[src/rtl/parking_gate_ctrl.sv]
// Gate-side event source for the parking board: debounces entry/exit loops, drives barriers and one-cycle car strobes.
// Optional per-gate event counters are enabled with GATE_EVENT_COUNT_EN.
module parking_gate_ctrl #(
    parameter int DEBOUNCE     = 4,
    parameter int OPEN_TIMEOUT = 600,
    parameter int CNT_W        = 10
) (
    input  logic        clk,
    input  logic        rst,
    input  logic        entry_detect,
    input  logic        entry_is_uni,
    input  logic        exit_detect,
    input  logic        exit_is_uni,
    input  logic        uni_is_vacated_space,
    input  logic        is_vacated_space,
    output logic        entry_barrier_open,
    output logic        entry_denied,
    output logic        exit_barrier_open,
    output logic        carin,
    output logic        is_uni_carin,
    output logic        carout,
    output logic        is_uni_carout
`ifdef GATE_EVENT_COUNT_EN
    ,
    output logic [15:0] entry_count,
    output logic [15:0] exit_count
`endif
);

    typedef enum logic [2:0] {
        S_IDLE, S_DBNC, S_CHECK, S_OPEN, S_DENY, S_WAIT_CLR
    } state_t;

    localparam logic [CNT_W-1:0] C_DBNC_LAST = CNT_W'(DEBOUNCE - 1);
    localparam logic [CNT_W-1:0] C_TO_LAST   = CNT_W'(OPEN_TIMEOUT - 1);
    localparam logic [CNT_W-1:0] C_CNT_MAX   = '1;

    // Index 0 is the entry gate, index 1 the exit gate (which never lacks vacancy).
    logic [1:0] w_detect;
    logic [1:0] w_is_uni;
    logic [1:0] w_vacant;
    logic [1:0] w_open;
    logic [1:0] w_denied;
    logic [1:0] w_strobe;
    logic [1:0] w_strobe_uni;

    assign w_detect = {exit_detect, entry_detect};
    assign w_is_uni = {exit_is_uni, entry_is_uni};
    assign w_vacant = {1'b1, (entry_is_uni ? uni_is_vacated_space : is_vacated_space)};

    generate
        for (genvar gi = 0; gi < 2; gi++) begin : gen_gate
            state_t           r_state;
            state_t           w_state_next;
            logic [CNT_W-1:0] r_cnt;
            logic [CNT_W-1:0] w_cnt_next;
            logic [CNT_W-1:0] w_cnt_inc;
            logic             r_uni;
            logic             w_uni_next;
            logic             r_open;
            logic             r_denied;
            logic             r_strobe;
            logic             r_strobe_uni;
            logic             w_open_next;
            logic             w_denied_next;
            logic             w_strobe_next;
            logic             w_strobe_uni_next;

            assign w_cnt_inc = (r_cnt == C_CNT_MAX) ? r_cnt : r_cnt + 1'b1;

            always_ff @(posedge clk or posedge rst) begin
                if (rst) begin
                    r_state      <= S_IDLE;
                    r_cnt        <= '0;
                    r_uni        <= 1'b0;
                    r_open       <= 1'b0;
                    r_denied     <= 1'b0;
                    r_strobe     <= 1'b0;
                    r_strobe_uni <= 1'b0;
                end else begin
                    r_state      <= w_state_next;
                    r_cnt        <= w_cnt_next;
                    r_uni        <= w_uni_next;
                    r_open       <= w_open_next;
                    r_denied     <= w_denied_next;
                    r_strobe     <= w_strobe_next;
                    r_strobe_uni <= w_strobe_uni_next;
                end
            end

            always_comb begin
                w_state_next = r_state;
                w_cnt_next   = r_cnt;
                w_uni_next   = r_uni;
                case (r_state)
                    S_IDLE: begin
                        if (w_detect[gi]) begin
                            w_cnt_next   = CNT_W'(1);
                            w_state_next = (DEBOUNCE <= 1) ? S_CHECK : S_DBNC;
                        end
                    end
                    S_DBNC: begin
                        if (!w_detect[gi]) begin
                            w_state_next = S_IDLE;
                            w_cnt_next   = '0;
                        end else begin
                            w_cnt_next = w_cnt_inc;
                            if (r_cnt >= C_DBNC_LAST) begin
                                w_state_next = S_CHECK;
                            end
                        end
                    end
                    S_CHECK: begin
                        // Category and vacancy are frozen here; later changes are ignored.
                        w_uni_next   = w_is_uni[gi];
                        w_cnt_next   = '0;
                        w_state_next = w_vacant[gi] ? S_OPEN : S_DENY;
                    end
                    S_OPEN: begin
                        if (!w_detect[gi]) begin
                            w_state_next = S_IDLE;
                            w_cnt_next   = '0;
                        end else if (r_cnt >= C_TO_LAST) begin
                            w_state_next = S_WAIT_CLR;
                            w_cnt_next   = '0;
                        end else begin
                            w_cnt_next = w_cnt_inc;
                        end
                    end
                    S_DENY, S_WAIT_CLR: begin
                        if (!w_detect[gi]) begin
                            w_state_next = S_IDLE;
                        end
                    end
                    default: begin
                        w_state_next = S_IDLE;
                        w_cnt_next   = '0;
                    end
                endcase
            end

            always_comb begin
                w_open_next       = (w_state_next == S_OPEN);
                w_denied_next     = (w_state_next == S_DENY) && w_detect[gi];
                w_strobe_next     = (r_state == S_OPEN) && !w_detect[gi];
                w_strobe_uni_next = w_strobe_next && r_uni;
            end

            assign w_open[gi]       = r_open;
            assign w_denied[gi]     = r_denied;
            assign w_strobe[gi]     = r_strobe;
            assign w_strobe_uni[gi] = r_strobe_uni;
        end
    endgenerate

    assign entry_barrier_open = w_open[0];
    assign entry_denied       = w_denied[0];
    assign exit_barrier_open  = w_open[1];
    assign carin              = w_strobe[0];
    assign is_uni_carin       = w_strobe_uni[0];
    assign carout             = w_strobe[1];
    assign is_uni_carout      = w_strobe_uni[1];

`ifdef GATE_EVENT_COUNT_EN
    logic [15:0] r_entry_count;
    logic [15:0] r_exit_count;

    always_ff @(posedge clk or posedge rst) begin
        if (rst) begin
            r_entry_count <= '0;
            r_exit_count  <= '0;
        end else begin
            if (w_strobe[0]) r_entry_count <= r_entry_count + 16'd1;
            if (w_strobe[1]) r_exit_count  <= r_exit_count + 16'd1;
        end
    end

    assign entry_count = r_entry_count;
    assign exit_count  = r_exit_count;
`endif

endmodule
[config.mk]
export PLATFORM = sky130hd
export DESIGN_NAME = parking_gate_ctrl
export DESIGN_NICKNAME = d
export VERILOG_FILES = /design/src/rtl/parking_gate_ctrl.sv
export SDC_FILE = /design/constraint.sdc
export NUM_CORES = 1
export LEC_CHECK = 0
export CELL_PAD_IN_SITES_DETAIL_PLACEMENT = 2
export CELL_PAD_IN_SITES_GLOBAL_PLACEMENT = 2
export CORE_MARGIN = 2
export CORE_UTILIZATION = 40
export DETAILED_ROUTE_END_ITERATION = 8
export DONT_BUFFER_PORTS = 1
export PLACE_DENSITY = 0.82
export SYNTH_ARGS = -nofsm -noshare
export SYNTH_HDL_FRONTEND = slang
export SYNTH_SLANG_ARGS = --single-unit
[constraint.sdc]
create_clock -name clk -period 2.2 [get_ports clk]
set_input_delay 0.44 -clock clk [delete_from_list [all_inputs] [get_ports clk]]
set_output_delay 0.44 -clock clk [all_outputs]
set_load 0.005 [all_outputs]
==> results of run 1 <==
-- logic make-up after synthesis --
kind of cell | after synthesis | share of synthesized area (%)
AO/OA/AOI/OAI | 86 | 28.0
flip-flops | 35 | 40.3
multiplexers | 3 | 1.50
adder cells (fa/ha/maj) | 2 | 1.15
AND/OR/NAND/NOR | 84 | 21.5
XOR/XNOR | 1 | 0.404
buffers and inverters | 28 | 7.15
-- placed cells by master (no fill, tap or decap), types with 2 or more instances in the layout --
master and n:
a41oi_1 6, nor2_1 13, nand3_1 7, bufinv_16 2, ha_1 2, a32o_1 2
nand2b_1 3, and2_1 4, nand2_1 22, o21ai_1 12, mux2_2 2, nand4_1 2
nor2b_1 4, a21o_1 5, clkbuf_8 5, buf_4 3, or3_1 2, o21ai_0 8
nor3_1 8, inv_1 8, and4_1 4, a21boi_1 2, o22ai_1 4, nor4_1 2
and3_1 3, a21oi_1 18, dfrtp_1 35, o31ai_1 2, nand3b_1 2, a31oi_1 7
-- final timing paths --
kind / from / to / slack, ps / cells after the start
worst min-delay path: rst / entry_barrier_open / 150 / 2
max in group asynchronous: rst / gen_gate[0].r_cnt[7] / 1730 / 2
worst min register to register: gen_gate[0].r_uni / is_uni_carin / 490 / 1
min in group clk: exit_detect / carout / 220 / 1
worst max-delay path: gen_gate[0].r_cnt[0] / gen_gate[0].r_cnt[8] / 180 / 6
worst max register to register: gen_gate[0].r_cnt[0] / gen_gate[0].r_cnt[8] / 180 / 6
-- worst max-delay path: cells and delay by family, from the launching register on --
family | cells | cell delay [ps]
AOI/OAI and AO/OA | 4 | 1030
and+or+nand+nor | 1 | 200
adders and majority gates | 1 | 260
DFF | 1 | 420
-- per-layer routing --
layer	vias up	track usage, %	share of wire (%)	routed length, um
met5	-	0	0	0
li1	870	-	-	-
met4	0	8.39	1.9	112
met3	10	3.72	1.6	93
met2	16	36.0	53	3040
met1	939	26.1	44	2530
-- sequential cells by signal, summed over array words and instances (netlist names) --
| signal | cells |
|---|---|
| gen_gate.r_cnt | 20 |
| gen_gate.r_state | 6 |
| gen_gate.r_uni | 2 |
| carin | 1 |
| carout | 1 |
| entry_barrier_open | 1 |
| entry_denied | 1 |
| exit_barrier_open | 1 |
| is_uni_carin | 1 |
| is_uni_carout | 1 |
-- cell type report --
class,instances,area [um2]
Inverter,9,33.8
Clock inverter,2,60.1
Tap cell,70,87.6
Clock buffer,6,72.6
Fill cell,583,2880
Multi-Input combinational cell,176,1140
Timing Repair Buffer,3,22.5
Sequential cell,35,876
-- power breakdown --
group	switching, mW	internal [mW]	total [mW]	leakage [nW]
registers	0.136	0.743	0.879	0.473
logic	0.316	0.236	0.551	0.375
clock network	0.247	0.453	0.700	0.0654
total	0.699	1.43	2.13	0.914
-- per-stage QoR --
stage / std cells / area [um2] / util (%) / hold WS [ps]
3_3_place_gp: 293 / 2160 / 41.8 / 460
2_1_floorplan: 239 / 2170 / - / 449
4_1_cts: 301 / 2290 / 44.3 / 157
3_5_place_dp: 293 / 2160 / 41.8 / 479
5_1_grt: 301 / 2290 / 44.3 / 178
6_report: 301 / 2290 / 44.3 / 147
==> impl_metrics.yaml, run 1 <==
detailed_routing:
  drcViolationCount: 0
  detail-route-antenna-nets: 0
  dr.pass1.iters: 4
  vias: 1835
  totalWireLength_mm: 5.77
  detailedRoute.firstIterationViolations: 61
  post_drt_via_cell_ratio: 6.10
  wire_per_inst_um: 19.2
floorplan:
  die_footprint_mm2: 0.00603
  chipHeight_um: 77.7
  floorplan.core_area_mm2: 0.00517
  io_pins: 15
  row_count: 26
  die_width_um: 77.7
  initial_core_util_pct: 42.0
timing:
  setup_ws_ps: 180
  timing.final.max_slew_violations: 0
  hold_viol_final: 0
  rsz_0062_raised_after_global_routing: "false"
  finClkSkew_ps: 3.24
  max_freq_mhz: 495
  setup_violations: 0
  final.min_clock_period_ps: 2020
  min_period_over_period_pct: 91.8
  setup_total_negative_slack_ps: 0
  relative_max_transition_margin_pct: 36.9
  tightest_slew_ps: 945
clocking:
  cts_resized: 0
  tritoncts_num_sinks: 35
  max-clock-path-buffers: 2
  htree_levels: 2
  post_cts_hold_buffer_count: 0
  worst_setup_hold_path_clk_slew_ps: 80
  clockRootBuffer: "clkbuf_8"
  cts_made_buffers: 5
  insertion_delay_ps: 290
  tritoncts_clock_tree: "built"
  cts_post_setup_buffers_inserted: 0
yosys:
  synth_area_mm2: 0.00217
  postSynthCellCount: 239
  yosys.cell_types.count: 62
  postSynth.topFlopCell: "dfrtp_1"
  synth_edf_count: 0
  async_reset_ff_share_pct: 100
  synth.largest_area_cell: "dfrtp_1"
  post-synth-top-count-cell: "dfrtp_1"
  total_nets_after_synthesis: 249
  yosys_warnings: 0
  post_synth_main_area_contributors: "dfrtp_1 40%, a21oi_1 4.1%, nand2_1 3.8%"
  synth.cells.most_frequent: "35 x dfrtp_1, 22 x nand2_1, 18 x a21oi_1"
  synth_top_area_share_pct: 40.3
  ys_seq_area_share_pct: 40.3
  synth_seq_cells: 35
  synthesis.area_per_instance_um2: 9.08
power_and_ir_drop:
  total_power_divided_by_cell_area_mw_per_mm2: 930
  peak_ir_drop_on_the_vdd_network_uv: 546
  power.leakage_nw: 0.914
  final_power_mw: 2.13
worst_setup_path:
  cp-start-kind: "flip-flop"
  critPathMaxStageDelay_ps: 420
  crit_fanout: 10
  cp.arrival_ps: 2210
  end_kind: "flip-flop"
  critical-path-slowest-cell: "dfrtp_1"
  cp.required_ps: 2390
  crit_type: "flip-flop to flip-flop"
  timing.critical_path.cells: "ha_1 -> and2_1 -> a31oi_4 -> o21a_1 -> o41ai_1 -> a21oi_1"
job:
  max_cap_violations: 0
cells_and_area:
  antenna_cells_inserted: 0
  drive_above_1_share_pct: 11.7
  area_delta_synth_final_pct: 5.59
  nNetsFinal: 240
placement:
  dp_slack_ps: 222
  place_hpwl_mm: 4.23
  portBuffers: 0
  final_wtd_congestion: 0.780
outcome:
  outcome: "complete, no violations"
hold_path:
  hp-class: "input port to async pin"
global_routing:
  first_pass_grt_wire_length_mm: 10.1
  largest_net_degree_at_the_start_of_global_routing: 36
  grt_pass1_vias: 1957
  gr-usage-all-layers_pct: 21.0
  overflow: 0
  antenna_found_initial: 0
(Power assumes the default switching activity.)
==> run 2, diff against run 1 <==
--- a/config.mk
+++ b/config.mk
@@ -5,13 +5,14 @@
 export SDC_FILE = /design/constraint.sdc
 export NUM_CORES = 1
 export LEC_CHECK = 0
+export ABC_AREA = 1
 export CELL_PAD_IN_SITES_DETAIL_PLACEMENT = 2
 export CELL_PAD_IN_SITES_GLOBAL_PLACEMENT = 2
 export CORE_MARGIN = 2
-export CORE_UTILIZATION = 40
+export CORE_UTILIZATION = 36
 export DETAILED_ROUTE_END_ITERATION = 8
 export DONT_BUFFER_PORTS = 1
-export PLACE_DENSITY = 0.82
+export PLACE_DENSITY = 0.81
 export SYNTH_ARGS = -nofsm -noshare
 export SYNTH_HDL_FRONTEND = slang
 export SYNTH_SLANG_ARGS = --single-unit
==> impl_metrics.yaml, run 2 <==
outcome:
  outcome: "complete, no violations"
yosys:
  synthesis.area_per_instance_um2: 7.19
  post_synth_main_area_contributors: "dfrtp_1 39%, nand2_1 12%, inv_1 7.6%"
  yosys.cell_types.count: 33
  ys_seq_area_share_pct: 38.7
  synth_area_mm2: 0.00226
  postSynth.topFlopCell: "dfrtp_1"
  yosys_warnings: 0
  synth_edf_count: 0
  synth_top_area_share_pct: 38.7
  synth.largest_area_cell: "dfrtp_1"
  async_reset_ff_share_pct: 100
  post-synth-top-count-cell: "nand2_1"
  synth.cells.most_frequent: "74 x nand2_1, 46 x inv_1, 35 x dfrtp_1"
  synth_seq_cells: 35
  postSynthCellCount: 315
  total_nets_after_synthesis: 325
cells_and_area:
  multi_input_area_mm2: 0.00117
  drive_above_1_share_pct: 12.5
  final_util_pct: 41.0
  antenna_cells_inserted: 0
  final_common_cell: "nand2_1"
  reg_top3: "gen_gate.r_cnt (20), gen_gate.r_state (6), gen_gate.r_uni (2)"
  seq_area_um2: 876
  filler_cell_count: 738
  largest_register_ff_count: 20
  layout_cells_excl_fill: 396
  regMostFlops: "gen_gate.r_cnt"
  nNetsFinal: 330
  final_cell_mix: "74 x nand2_1, 46 x inv_1, 35 x dfrtp_1"
  area_delta_synth_final_pct: 8.45
clocking:
  cts_resized: 0
  insertion_delay_ps: 290
  clockRootBuffer: "clkbuf_8"
  max-clock-path-buffers: 2
  cts_made_buffers: 5
  tritoncts_clock_tree: "built"
  htree_levels: 2
  tritoncts_num_sinks: 35
  post_cts_hold_buffer_count: 0
  cts_post_setup_buffers_inserted: 0
  worst_setup_hold_path_clk_slew_ps: 80
timing:
  min_period_over_period_pct: 78.0
  hold_viol_final: 0
  tightest_slew_ps: 520
  finClkSkew_ps: 4.92
  setup_ws_ps: 483
  setup_violations: 0
  timing.hold.ws_ps: 57.8
  rsz_0062_raised_after_global_routing: "false"
  setup_total_negative_slack_ps: 0
  relative_max_transition_margin_pct: 65.3
  timing.final.max_slew_violations: 0
  final.min_clock_period_ps: 1720
  max_freq_mhz: 583
detailed_routing:
  drcViolationCount: 0
  detail-route-antenna-nets: 0
  wire_per_inst_um: 16.9
  totalWireLength_mm: 6.70
  post_drt_via_cell_ratio: 5.33
  detailedRoute.firstIterationViolations: 45
  vias: 2112
  dr.pass1.iters: 4
worst_setup_path:
  cp.required_ps: 2380
  cp-start-kind: "flip-flop"
  path_common_cell: "nand2_1"
  timing.critical_path.cells: "ha_1 -> nand2_2 -> nor2_4 -> nand2_1 -> nor2_2 -> nand2_1 -> nand3_1 -> xor2_1 -> nor2_1"
  end_kind: "flip-flop"
  cp.arrival_ps: 1890
  crit_type: "flip-flop to flip-flop"
  timing.critical_path.buf_inv: 0
  crit_cells: 9
  critPathMaxStageDelay_ps: 420
  crit_fanout: 5
  critical_path.top_delay_family: "simple AND/OR/NAND/NOR gates"
  reg2reg_depth: 9
  critical-path-slowest-cell: "dfrtp_1"
global_routing:
  largest_net_degree_at_the_start_of_global_routing: 26
  grt_pass1_vias: 2333
  overflow: 0
  gr-usage-all-layers_pct: 21.0
  first_pass_grt_wire_length_mm: 11.7
  antenna_found_initial: 0
hold_path:
  hp-class: "input port to async pin"
placement:
  dp_slack_ps: 508
  portBuffers: 0
  place_hpwl_mm: 5.18
  placed_cells_incl_taps: 388
  final_wtd_congestion: 0.817
job:
  max_cap_violations: 0
floorplan:
  die_footprint_mm2: 0.00694
  io_pins: 15
  floorplan.core_area_mm2: 0.00599
  initial_core_util_pct: 37.8
  chipHeight_um: 83.3
  row_count: 28
  die_width_um: 83.3
power_and_ir_drop:
  peak_ir_drop_on_the_vdd_network_uv: 377
  total_power_divided_by_cell_area_mw_per_mm2: 832
  power.leakage_nw: 1.20
-- run 2: cells by family (layout without fill, tap and decap cells) --
kind of cell               count (synthesis)  count (layout)  share of synthesized area, %
and+or+nand+nor                          174             174                          37.3
buffers and inverters                     57              63                          9.67
xor gates and xnor gates                   5               5                          1.93
adders and majority gates                  2               2                          1.10
AOI/OAI and AO/OA                         41              41                          10.8
DFF                                       35              35                          38.7
muxes                                      1               1                         0.497
-- run 2: cell type report --
type,instances,area share (%)
timing repair buffer,2,1.12
clock buffer,5,2.80
tap,75,3.82
sequential,35,35.7
inverter,53,8.15
clock inverter,3,0.815
multi-input combinational,223,47.6
-- run 2: metal layers --
| metal | GRT usage, % | wire length [um] |
|---|---|---|
| met1 | 25.4 | 2980 |
| met2 | 38.5 | 3560 |
| met3 | 3.28 | 93 |
| met4 | 5.37 | 74 |
| met5 | 0 | 0 |
-- run 2: final timing paths --
kind | startpoint | endpoint | slack, ps
min in group clk | exit_detect | carout | 210
max | gen_gate[1].r_cnt[0] | gen_gate[1].r_cnt[5] | 480
max in group asynchronous | rst | gen_gate[1].r_cnt[6] | 1620
min | rst | gen_gate[0].r_uni | 60
max reg2reg | gen_gate[1].r_cnt[0] | gen_gate[1].r_cnt[5] | 480
min reg2reg | gen_gate[0].r_uni | gen_gate[0].r_uni | 490
-- run 2: per-stage QoR --
| stage | area (um2) | total power, mW |
|---|---|---|
| 2_1_floorplan | 2260 | 1.37 |
| 3_3_place_gp | 2370 | 1.54 |
| 3_5_place_dp | 2370 | 1.58 |
| 4_1_cts | 2460 | 2.08 |
| 5_1_grt | 2460 | 2.22 |
| 6_report | 2460 | 2.04 |
-- run 2: report_power, final --
part | switching (mW) | internal (mW)
combinational | 0.499 | 0.221
clock | 0.260 | 0.220
sequential | 0.101 | 0.741
total | 0.861 | 1.18
==> run 3, diff against run 2 <==
==> constraint.sdc (replaced) <==
create_clock -name clk -period 1.7 [get_ports clk]
set_input_delay 0.34 -clock clk [delete_from_list [all_inputs] [get_ports clk]]
set_output_delay 0.34 -clock clk [all_outputs]
set_load 0.005 [all_outputs]
==> impl_metrics.yaml, run 3 (same netlist as run 2, synthesis figures left out) <==
outcome:
  outcome: "complete, no violations"
worst_setup_path:
  crit_cells: 10
  timing.critical_path.cells: "ha_4 -> nand2_2 -> nor2_4 -> nand2_2 -> nor2_2 -> buf_4 -> nor3_1 -> nor2_1 -> nand3_1 -> nand2_1"
  critical_path.top_delay_family: "simple AND/OR/NAND/NOR gates"
  crit_type: "flip-flop to flip-flop"
  cp-start-kind: "flip-flop"
  cp.arrival_ps: 1860
  critPathMaxStageDelay_ps: 450
  crit_fanout: 5
  timing.critical_path.buf_inv: 1
  path_common_cell: "nand2_2"
  critical-path-slowest-cell: "dfrtp_1"
  reg2reg_depth: 10
  end_kind: "flip-flop"
  cp.required_ps: 1950
timing:
  rsz_0062_raised_after_global_routing: "true"
  setup_violations: 0
  relative_max_transition_margin_pct: 70.0
  timing.final.max_slew_violations: 0
  tightest_slew_ps: 450
  final.min_clock_period_ps: 1610
  finClkSkew_ps: 13.4
  hold_viol_final: 0
  min_period_over_period_pct: 94.9
  setup_ws_ps: 86.1
  max_freq_mhz: 620
power_and_ir_drop:
  power.leakage_nw: 1.28
  peak_ir_drop_on_the_vdd_network_uv: 551
  final_power_mw: 3.04
  total_power_divided_by_cell_area_mw_per_mm2: 1160
cells_and_area:
  final_cell_mix: "73 x nand2_1, 44 x inv_1, 35 x dfrtp_1"
  nNetsFinal: 343
  largest_register_ff_count: 20
  reg_top3: "gen_gate.r_cnt (20), gen_gate.r_state (6), gen_gate.r_uni (2)"
  area_delta_synth_final_pct: 16.0
  final_common_cell: "nand2_1"
  antenna_cells_inserted: 0
  regMostFlops: "gen_gate.r_cnt"
  drive_above_1_share_pct: 17.7
clocking:
  clockRootBuffer: "clkbuf_8"
  tritoncts_num_sinks: 35
  cts_made_buffers: 5
  htree_levels: 2
  max-clock-path-buffers: 2
  tritoncts_clock_tree: "built"
  insertion_delay_ps: 310
  worst_setup_hold_path_clk_slew_ps: 90
floorplan:
  row_count: 28
  die_footprint_mm2: 0.00694
  floorplan.core_area_mm2: 0.00599
  io_pins: 15
  chipHeight_um: 83.3
  initial_core_util_pct: 37.8
  die_width_um: 83.3
global_routing:
  gr-usage-all-layers_pct: 21.5
  overflow: 0
  largest_net_degree_at_the_start_of_global_routing: 28
  antenna_found_initial: 0
  grt_pass1_vias: 2428
  first_pass_grt_wire_length_mm: 12.0
detailed_routing:
  dr.pass1.iters: 4
  wire_per_inst_um: 17.6
  detail-route-antenna-nets: 0
  post_drt_via_cell_ratio: 5.25
  vias: 2149
  totalWireLength_mm: 7.18
  detailedRoute.firstIterationViolations: 54
  drcViolationCount: 0
hold_path:
  hold_depth: 1
  hp-class: "input port to flip-flop"
job:
  max_cap_violations: 0
placement:
  portBuffers: 0
  place_hpwl_mm: 5.47
  final_wtd_congestion: 0.814
  dp_slack_ps: 81.5
## run 3: changes by cell type in the layout (fill, tap and decap cells not counted), moves of 2 or more
cell / change
buf_4: +12
clkinvlp_4: -2
ha_1: -2
ha_4: +2
inv_1: -2
inv_2: +2
nand2_4: +2
## run 3: final cells by class
cell class | count | area, um2
clock buffers | 5 | 68.8
clock inverters | 3 | 47.5
fillers | 718 | 3360
inverters | 53 | 200
multi-input cells | 223 | 1210
flip-flops and latches | 35 | 876
well taps | 75 | 93.8
repair buffers | 15 | 128
## run 3: worst paths after layout
check | start | to | slack, ps
max in group asynchronous | rst | gen_gate[1].r_cnt[7] | 720
setup reg to reg | gen_gate[1].r_cnt[1] | gen_gate[1].r_cnt[9] | 90
setup / recovery | gen_gate[1].r_cnt[1] | gen_gate[1].r_cnt[9] | 90
hold reg to reg | gen_gate[0].r_uni | gen_gate[0].r_uni | 490
hold / removal | exit_detect | carout | 90
min in group asynchronous | rst | gen_gate[0].r_uni | 470
## run 3: timing repair
| action | CTS | global route |
|---|---|---|
| resized for setup | 0 | 11 |
| hold endpoints to repair | 8 | 0 |
| setup buffers | 0 | 3 |
| endpoints found under the setup margin | 0 | 17 |
| hold buffers | 1 | 0 |
## run 3: stage by stage
| step | hold slack, ps | std cells | TNS, ps | utilization, % | instance area [um2] |
|---|---|---|---|---|---|
| 6_report | 93.5 | 409 | 0 | 43.9 | 2630 |
| 2_1_floorplan | 446 | 315 | 0 | - | 2260 |
| 5_1_grt | 86.9 | 409 | -122 | 43.9 | 2630 |
| 3_5_place_dp | 254 | 397 | 0 | 40.6 | 2430 |
| 3_3_place_gp | 253 | 397 | 0 | 40.6 | 2430 |
| 4_1_cts | 76.5 | 406 | 0 | 42.8 | 2560 |
## run 3: where the power goes
part | internal [mW] | switching (mW)
sequential | 0.959 | 0.143
clock | 0.445 | 0.363
combinational | 0.411 | 0.715
total | 1.82 | 1.22
## run 3: worst register-to-register path: stages, from the launching register on
cell and delay (ps):
dfrtp_1 450, ha_4 180, nand2_2 100, nor2_4 150, nand2_2 70, nor2_2 160, buf_4 140, nor3_1 40
nor2_1 110, nand3_1 90, nand2_1 80
## run 3: layer usage
layer / wire [um] / vias to the layer above / global-route usage (%)
li1: - / 1050 / -
met1: 3070 / 1075 / 25.2
met2: 3950 / 17 / 40.9
met3: 103 / 7 / 3.38
met4: 56 / 0 / 4.92
met5: 0 / - / 0
